===== config.mk =====
export PLATFORM = sky130hd
export DESIGN_NAME = apb_master_bridge
export DESIGN_NICKNAME = d
export VERILOG_FILES = /design/src/rtl/apb_master_bridge.sv
export SDC_FILE = /design/constraint.sdc
export NUM_CORES = 1
export LEC_CHECK = 0
export ABC_AREA = 1
export BUFFER_PORTS_ARGS = -buffer_cell sky130_fd_sc_hd__clkbuf_2
export CAP_MARGIN = 20
export CORE_ASPECT_RATIO = 2
export CORE_MARGIN = 8
export CORE_UTILIZATION = 49
export DETAILED_ROUTE_END_ITERATION = 7
export PLACE_DENSITY = 0.89
export SLEW_MARGIN = 40
export SYNTH_ARGS = -nofsm -noshare
export SYNTH_HDL_FRONTEND = slang
export SYNTH_SLANG_ARGS = --single-unit

===== constraint.sdc =====
create_clock -name clk -period 3.8 [get_ports clk]
set_input_delay 0.57 -clock clk [delete_from_list [all_inputs] [get_ports clk]]
set_output_delay 0.57 -clock clk [all_outputs]
set_load 0.02 [all_outputs]

===== src/rtl/apb_master_bridge.sv =====
// apb_master_bridge
// Single-outstanding APB master. Turns a valid/ready request stream into
// APB SETUP/ENABLE transfers and returns one pulsed response per request.
// The downstream slave registers its read data, so reads take an extra
// CAPTURE cycle with psel low before prdata is sampled.
//
// state   | meaning
// --------+-------------------------------------------------------------
// IDLE    | no transfer in flight, ready for a request
// SETUP   | APB setup phase (psel=1, penable=0)
// ENABLE  | APB access phase (psel=1, penable=1); writes complete here
// CAPTURE | bus released, slave's registered prdata is valid; read ends

module apb_master_bridge #(
    parameter int ADDR_W = 8,
    parameter int DATA_W = 32,
    parameter int CNT_W  = 16
) (
    input  logic              clk,
    input  logic              rst,
    input  logic              req_valid,
    output logic              req_ready,
    input  logic              req_write,
    input  logic [ADDR_W-1:0] req_addr,
    input  logic [DATA_W-1:0] req_wdata,
    output logic              rsp_valid,
    output logic              rsp_write,
    output logic [DATA_W-1:0] rsp_rdata,
    output logic              psel,
    output logic              penable,
    output logic              pwrite,
    output logic [ADDR_W-1:0] paddr,
    output logic [DATA_W-1:0] pwdata,
    input  logic [DATA_W-1:0] prdata,
    output logic [CNT_W-1:0]  wr_count,
    output logic [CNT_W-1:0]  rd_count
);

    typedef enum logic [1:0] {
        IDLE    = 2'd0,
        SETUP   = 2'd1,
        ENABLE  = 2'd2,
        CAPTURE = 2'd3
    } state_t;

    state_t state;
    logic   accept;

    // Ready is decoded from state and the in-flight transfer type; held low in reset.
    always_comb begin
        req_ready = 1'b0;
        if (!rst) begin
            unique case (state)
                IDLE:    req_ready = 1'b1;
                SETUP:   req_ready = 1'b0;
                ENABLE:  req_ready = pwrite;
                CAPTURE: req_ready = 1'b1;
                default: req_ready = 1'b0;
            endcase
        end
        accept = req_valid && req_ready;
    end

    // Transfer sequencing with registered APB, response and counter outputs.
    always_ff @(posedge clk or posedge rst) begin
        if (rst) begin
            state     <= IDLE;
            psel      <= 1'b0;
            penable   <= 1'b0;
            pwrite    <= 1'b0;
            paddr     <= '0;
            pwdata    <= '0;
            rsp_valid <= 1'b0;
            rsp_write <= 1'b0;
            rsp_rdata <= '0;
            wr_count  <= '0;
            rd_count  <= '0;
        end else begin
            rsp_valid <= 1'b0;
            unique case (state)
                IDLE: begin
                    if (accept) begin
                        pwrite  <= req_write;
                        paddr   <= req_addr;
                        pwdata  <= req_wdata;
                        psel    <= 1'b1;
                        penable <= 1'b0;
                        state   <= SETUP;
                    end
                end
                SETUP: begin
                    psel    <= 1'b1;
                    penable <= 1'b1;
                    state   <= ENABLE;
                end
                ENABLE: begin
                    if (pwrite) begin
                        rsp_valid <= 1'b1;
                        rsp_write <= 1'b1;
                        rsp_rdata <= '0;
                        wr_count  <= wr_count + CNT_W'(1);
                        if (accept) begin
                            pwrite  <= req_write;
                            paddr   <= req_addr;
                            pwdata  <= req_wdata;
                            psel    <= 1'b1;
                            penable <= 1'b0;
                            state   <= SETUP;
                        end else begin
                            psel    <= 1'b0;
                            penable <= 1'b0;
                            state   <= IDLE;
                        end
                    end else begin
                        // Release the bus so the slave does not see a new transfer
                        // while its registered read data settles.
                        psel    <= 1'b0;
                        penable <= 1'b0;
                        state   <= CAPTURE;
                    end
                end
                CAPTURE: begin
                    rsp_valid <= 1'b1;
                    rsp_write <= 1'b0;
                    rsp_rdata <= prdata;
                    rd_count  <= rd_count + CNT_W'(1);
                    if (accept) begin
                        pwrite  <= req_write;
                        paddr   <= req_addr;
                        pwdata  <= req_wdata;
                        psel    <= 1'b1;
                        penable <= 1'b0;
                        state   <= SETUP;
                    end else begin
                        psel    <= 1'b0;
                        penable <= 1'b0;
                        state   <= IDLE;
                    end
                end
                default: begin
                    psel    <= 1'b0;
                    penable <= 1'b0;
                    state   <= IDLE;
                end
            endcase
        end
    end

endmodule

# ---- Word-level counts from Yosys, hierarchy flattened
# Cells that the tools add are included.
dict set report classes {
  addsub 2
  n_reduce_logical 10
  n_mux 28
  eq_ne 6
}
# operator count
set op_table {}
lappend op_table {{$pmux 32 s2} 2}
lappend op_table {{$mux 32} 3}
lappend op_table {{$add 16x1->16 const B} 2}
lappend op_table {{$mux 8} 2}
lappend op_table {{$pmux 8 s2} 1}
lappend op_table {{$mux 1} 11}
lappend op_table {{$pmux 2 s4} 1}
lappend op_table {{$reduce_and 2->1} 4}
lappend op_table {{$pmux 1 s2} 3}
lappend op_table {{$pmux 1 s3} 2}
lappend op_table {{$eq 2x2->1 const B} 2}
lappend op_table {{$mux 2} 2}
lappend op_table {{$ne 2x2->1 const B} 2}
lappend op_table {{$pmux 1 s4} 1}
lappend op_table {{$reduce_bool 2->1} 2}
lappend op_table {{$reduce_or 2->1} 2}
lappend op_table {{$eq 2x1->1 const B} 1}
lappend op_table {{$logic_not 2->1} 1}
lappend op_table {{$ne 2x1->1 const B} 1}
lappend op_table {{$logic_and 1x1->1} 1}
dict set report word_totals {
  wordCells 57
  reg_bits 111
  output_inout_bits 110
  input_bits 76
}

# ---- Depth between registers and ports, before layout
dict set report depth {
  ltp_word 8
  ltp_mapped 11
  ltp_nobuf 11
}

# ---- Worst setup path after synthesis
# OpenSTA, ideal clock, no wires.
dict set report synth_path {
  path_type {in2reg}
  from {input port rst}
  to {register pwrite}
  slack_ns 0.444
  path_stages 5
  path_buffers 0
  arrival_ns 3.292
  path_cell_list {inv_1 > nand4_1 > inv_1 > o22ai_1 > inv_1}
}
dict set report synth_between {
  elab_chain_len 5
  word_cells_on_any_way 7
  classes_between {eq/ne: 1; mux: 4; reduce/logical: 2}
}
# item line
set synth_lines {}
lappend synth_lines {{start, declared} 20} ;# input logic rst,
lappend synth_lines {{$mux 1 *} 52} ;# if (!rst) begin
lappend synth_lines {{$logic_and 1x1->1 *} 61} ;# accept = req_valid && req_ready;
lappend synth_lines {{$mux 1} 102} ;# if (accept) begin
lappend synth_lines {{$mux 1} 97} ;# if (pwrite) begin
lappend synth_lines {{$pmux 1 s2} 80} ;# unique case (state)
lappend synth_lines {{end signal, assigned} 83} ;# pwrite <= req_write;
lappend synth_lines {{end signal, assigned} 103} ;# pwrite <= req_write;
lappend synth_lines {{end signal, assigned} 128} ;# pwrite <= req_write;
lappend synth_lines {{end, declared} 31} ;# output logic pwrite,
# Every way passes the cells marked *; elsewhere a longest branch is shown, timed or not.
# A chain may end at the register's enable or synchronous reset.

# ---- Final worst setup path
dict set report layout_path {
  from {register state[0]}
  to {output port req_ready}
}
dict set report layout_between {
  elab_chain_len 4
  word_cells_on_any_way 7
  classes_between {eq/ne: 3; mux: 2; reduce/logical: 2}
}
# item line
set layout_lines {}
lappend layout_lines {{start, declared} 46} ;# state_t state;
lappend layout_lines {{start signal, assigned} 67} ;# state <= IDLE;
lappend layout_lines {{start signal, assigned} 88} ;# state <= SETUP;
lappend layout_lines {{start signal, assigned} 94} ;# state <= ENABLE;
lappend layout_lines {{$eq 2x2->1 / $logic_not 2->1 (equally long branches)} 53} ;# unique case (state)
lappend layout_lines {{$reduce_or 2->1 (no line)} -}
lappend layout_lines {{$pmux 1 s3 *} 53}
lappend layout_lines {{$mux 1 *} 52}
lappend layout_lines {{end, declared} 22} ;# output logic req_ready,
# Marks and branches as above.

==> impl_metrics.json <==
{
  "syn-mean-instance-area_um2": 9.01,
  "synth_top_area_cell": "dfrtp_1",
  "yosys.area_share.simple": 0.203,
  "rsz0062_at_grt": "false",
  "synth_compound_area_frac": 0.0830,
  "grt_max_degree": 47,
  "grt_pass1_vias": 4443,
  "fin_area_um2": 6130,
  "area_growth_pct": 26.3,
  "ys.flop_type": "dfrtp_1",
  "finalCritPeriodShare": 0.608,
  "tns_ns": 0,
  "core-area_um2": 9700,
  "initial_utilization": 0.501,
  "cts_tree": "yes",
  "synthAdderAreaFrac": 0.0180,
  "vias_per_cell": 5.00,
  "clock_latency_ns": 0.34,
  "powerDensity_nw_per_um2": 758,
  "ys_top_cells_by_area": "dfrtp_1, nand2_1, inv_1",
  "ys_ff_latch": 111,
  "yosysWarnings": 0,
  "dp_slack_ns": 1.50,
  "cts_inserted_buffers": 9,
  "crit_required_ns": 3.23,
  "dieArea_um2": 13500,
  "drive_gt1_frac": 0.292,
  "cts.sink_count": 111,
  "cts_resized": 0,
  "yosysTopAreaCellShare": 0.572,
  "drt_first_pass_iters": 4,
  "worstSetupEndpointType": "output pin",
  "netlist_area_um2": 4850,
  "grt_overflow_total": 0,
  "place_area_um2": 5850,
  "hold_slack_ns": 0.305,
  "tightest_slew_ns": 0.667,
  "die_x_um": 86.4,
  "hold_violations": 0,
  "syn_inst": 539,
  "synth_edf_count": 0,
  "synth_top_family_by_area": "simple AND/OR/NAND/NOR gates",
  "finalWorstSetupSlack_ns": 1.49,
  "arrival_ns": 1.74,
  "post_cts_buffers": 0,
  "setup_viol": 0,
  "yosysMostFrequentCell": "nand2_1",
  "nets": 800,
  "critPathKind": "flip-flop to output pin",
  "synth.distinct_cells": 25,
  "clkSlewWorstSetupHoldPaths_ns": 0.07,
  "swShare": 0.421,
  "num_vias": 4259,
  "drv_slew": 0,
  "fmax_ghz": 0.433,
  "wl_per_cell_um": 15.0,
  "hpwlAfterDp_mm": 9.79,
  "syn-num-nets": 622,
  "reg2reg_slack_ns": 1.51,
  "first_iter_violations": 150,
  "grt_pass1_wl_mm": 21.1,
  "die_y_um": 157,
  "wl_mm": 12.8,
  "ctsHoldBuffers": 0,
  "status": "finished clean",
  "detail-route-antenna-nets": 0,
  "slew_headroom": 0.554,
  "ys_seq_area_frac": 0.572,
  "cap_violations": 0,
  "cts_buffer_depth": 2,
  "total_leakage_power_uw": 0.00339,
  "synthMuxAreaShare": 0,
  "pwr-share-seq": 0.399,
  "period_minus_slack_ns": 2.31,
  "utilization": 0.632,
  "finClkSkew_ns": 0.0120,
  "cts-htree-levels": 3,
  "fp-row-count": 51,
  "clockPowerShare": 0.196,
  "remaining_drc_errors": 0,
  "antenna_found_initial": 0,
  "synth-xor-area-share": 0.0397,
  "diodes": 0,
  "root_buffer": "clkbuf_16",
  "fillCellCount": 810,
  "gp_congestion": 0.840,
  "ys_async_sr_fraction": 1.00,
  "num_io_pins": 186,
  "power_switching_uw": 1960,
  "ir_drop_mv": 0.422,
  "io_buffers": 185,
  "crit_fanout": 10,
  "power.share.combinational": 0.405,
  "cp-start-kind": "flip-flop",
  "power.internal_uw": 2690,
  "track_usage": 0.196,
  "hold_path.class": "input pin to asynchronous set/reset pin",
  "yosys-top-cells-count": "nand2_1, dfrtp_1, inv_1"
}
==> registers in the layout, summed over array words and instances (netlist names) <==
name	flops
pwdata	32
pwrite	1
state	2
rd_count	16
psel	1
rsp_write	1
wr_count	16
paddr	8
rsp_rdata	32
penable	1
rsp_valid	1
==> power by group through the flow <==
stage                     Sequential, uW  Combinational (uW)  Clock, uW
final                               1850                1880        912
after global routing                1910                2080        995
after CTS                           1850                1900        940
after detailed placement            1870                1900          0
after global placement              1850                1830          0
after floorplan                     2310                 786          0
==> worst max-delay path: stages, from the launching register on <==
cell and delay [ns]:
dfrtp_1 0.43, inv_1 0.13, ha_1 0.30, nand2_4 0.15
nand2_1 0.09, nand2_1 0.06, clkinv_2 0.08, clkbuf_2 0.18
==> final cells by class <==
class | instances | area (um2) | share of cell area
Inverter | 70 | 267 | 0.0435
Clock buffer | 11 | 243 | 0.0396
Timing Repair Buffer | 189 | 956 | 0.156
Sequential cell | 111 | 2780 | 0.453
Multi-Input combinational cell | 336 | 1680 | 0.274
Tap cell | 132 | 165 | 0.0269
Clock inverter | 3 | 45.0 | 0.00734
==> layout by cell type (no fill, tap or decap), types with 2 or more instances in the layout <==
| cell | n |
|---|---|
| buf_4 | 4 |
| clkbuf_16 | 9 |
| clkbuf_2 | 185 |
| clkinvlp_4 | 2 |
| dfrtp_1 | 111 |
| ha_1 | 7 |
| inv_1 | 67 |
| nand2_1 | 141 |
| nand2_4 | 2 |
| nand3_1 | 50 |
| nand4_1 | 7 |
| nor2_1 | 19 |
| nor3_1 | 6 |
| o21ai_0 | 47 |
| o21ai_1 | 27 |
| o22ai_1 | 2 |
| xnor2_1 | 8 |
| xor2_1 | 14 |
==> cell families after synthesis <==
kind of cell,Yosys count
AO/OA/AOI/OAI,79
XOR/XNOR,22
adder cells (fa/ha/maj),7
buffers and inverters,92
flip-flops,111
AND/OR/NAND/NOR,228
==> metrics by stage <==
stage | power (uW) | instances
after floorplan | 3090 | 539
after global placement | 3680 | 838
after detailed placement | 3770 | 838
after CTS | 4700 | 852
after global routing | 4980 | 852
final | 4650 | 852
==> worst paths after layout <==
| path | from | end | cells past startpoint |
|---|---|---|---|
| worst max-delay path | state[0]$_DFFE_PP0P_ | req_ready | 7 |
| worst min-delay path | rst | pwdata[4]$_DFFE_PP0P_ | 2 |
| worst max register to register | state[0]$_DFFE_PP0P_ | pwdata[31]$_DFFE_PP0P_ | 10 |
| worst min register to register | pwdata[23]$_DFFE_PP0P_ | pwdata[23]$_DFFE_PP0P_ | 2 |
| max in group asynchronous | rst | rsp_rdata[8]$_DFFE_PP0P_ | 3 |
| min in group clk | req_wdata[1] | pwdata[1]$_DFFE_PP0P_ | 3 |
==> metal layers <==
metal	up-vias	global-route usage	share of wire
li1	2053	-	-
met4	0	0.106	0.040
met3	38	0.0536	0.070
met2	180	0.334	0.51
met5	-	0	0
met1	1988	0.211	0.38
Power figures use the tool's default switching activity.
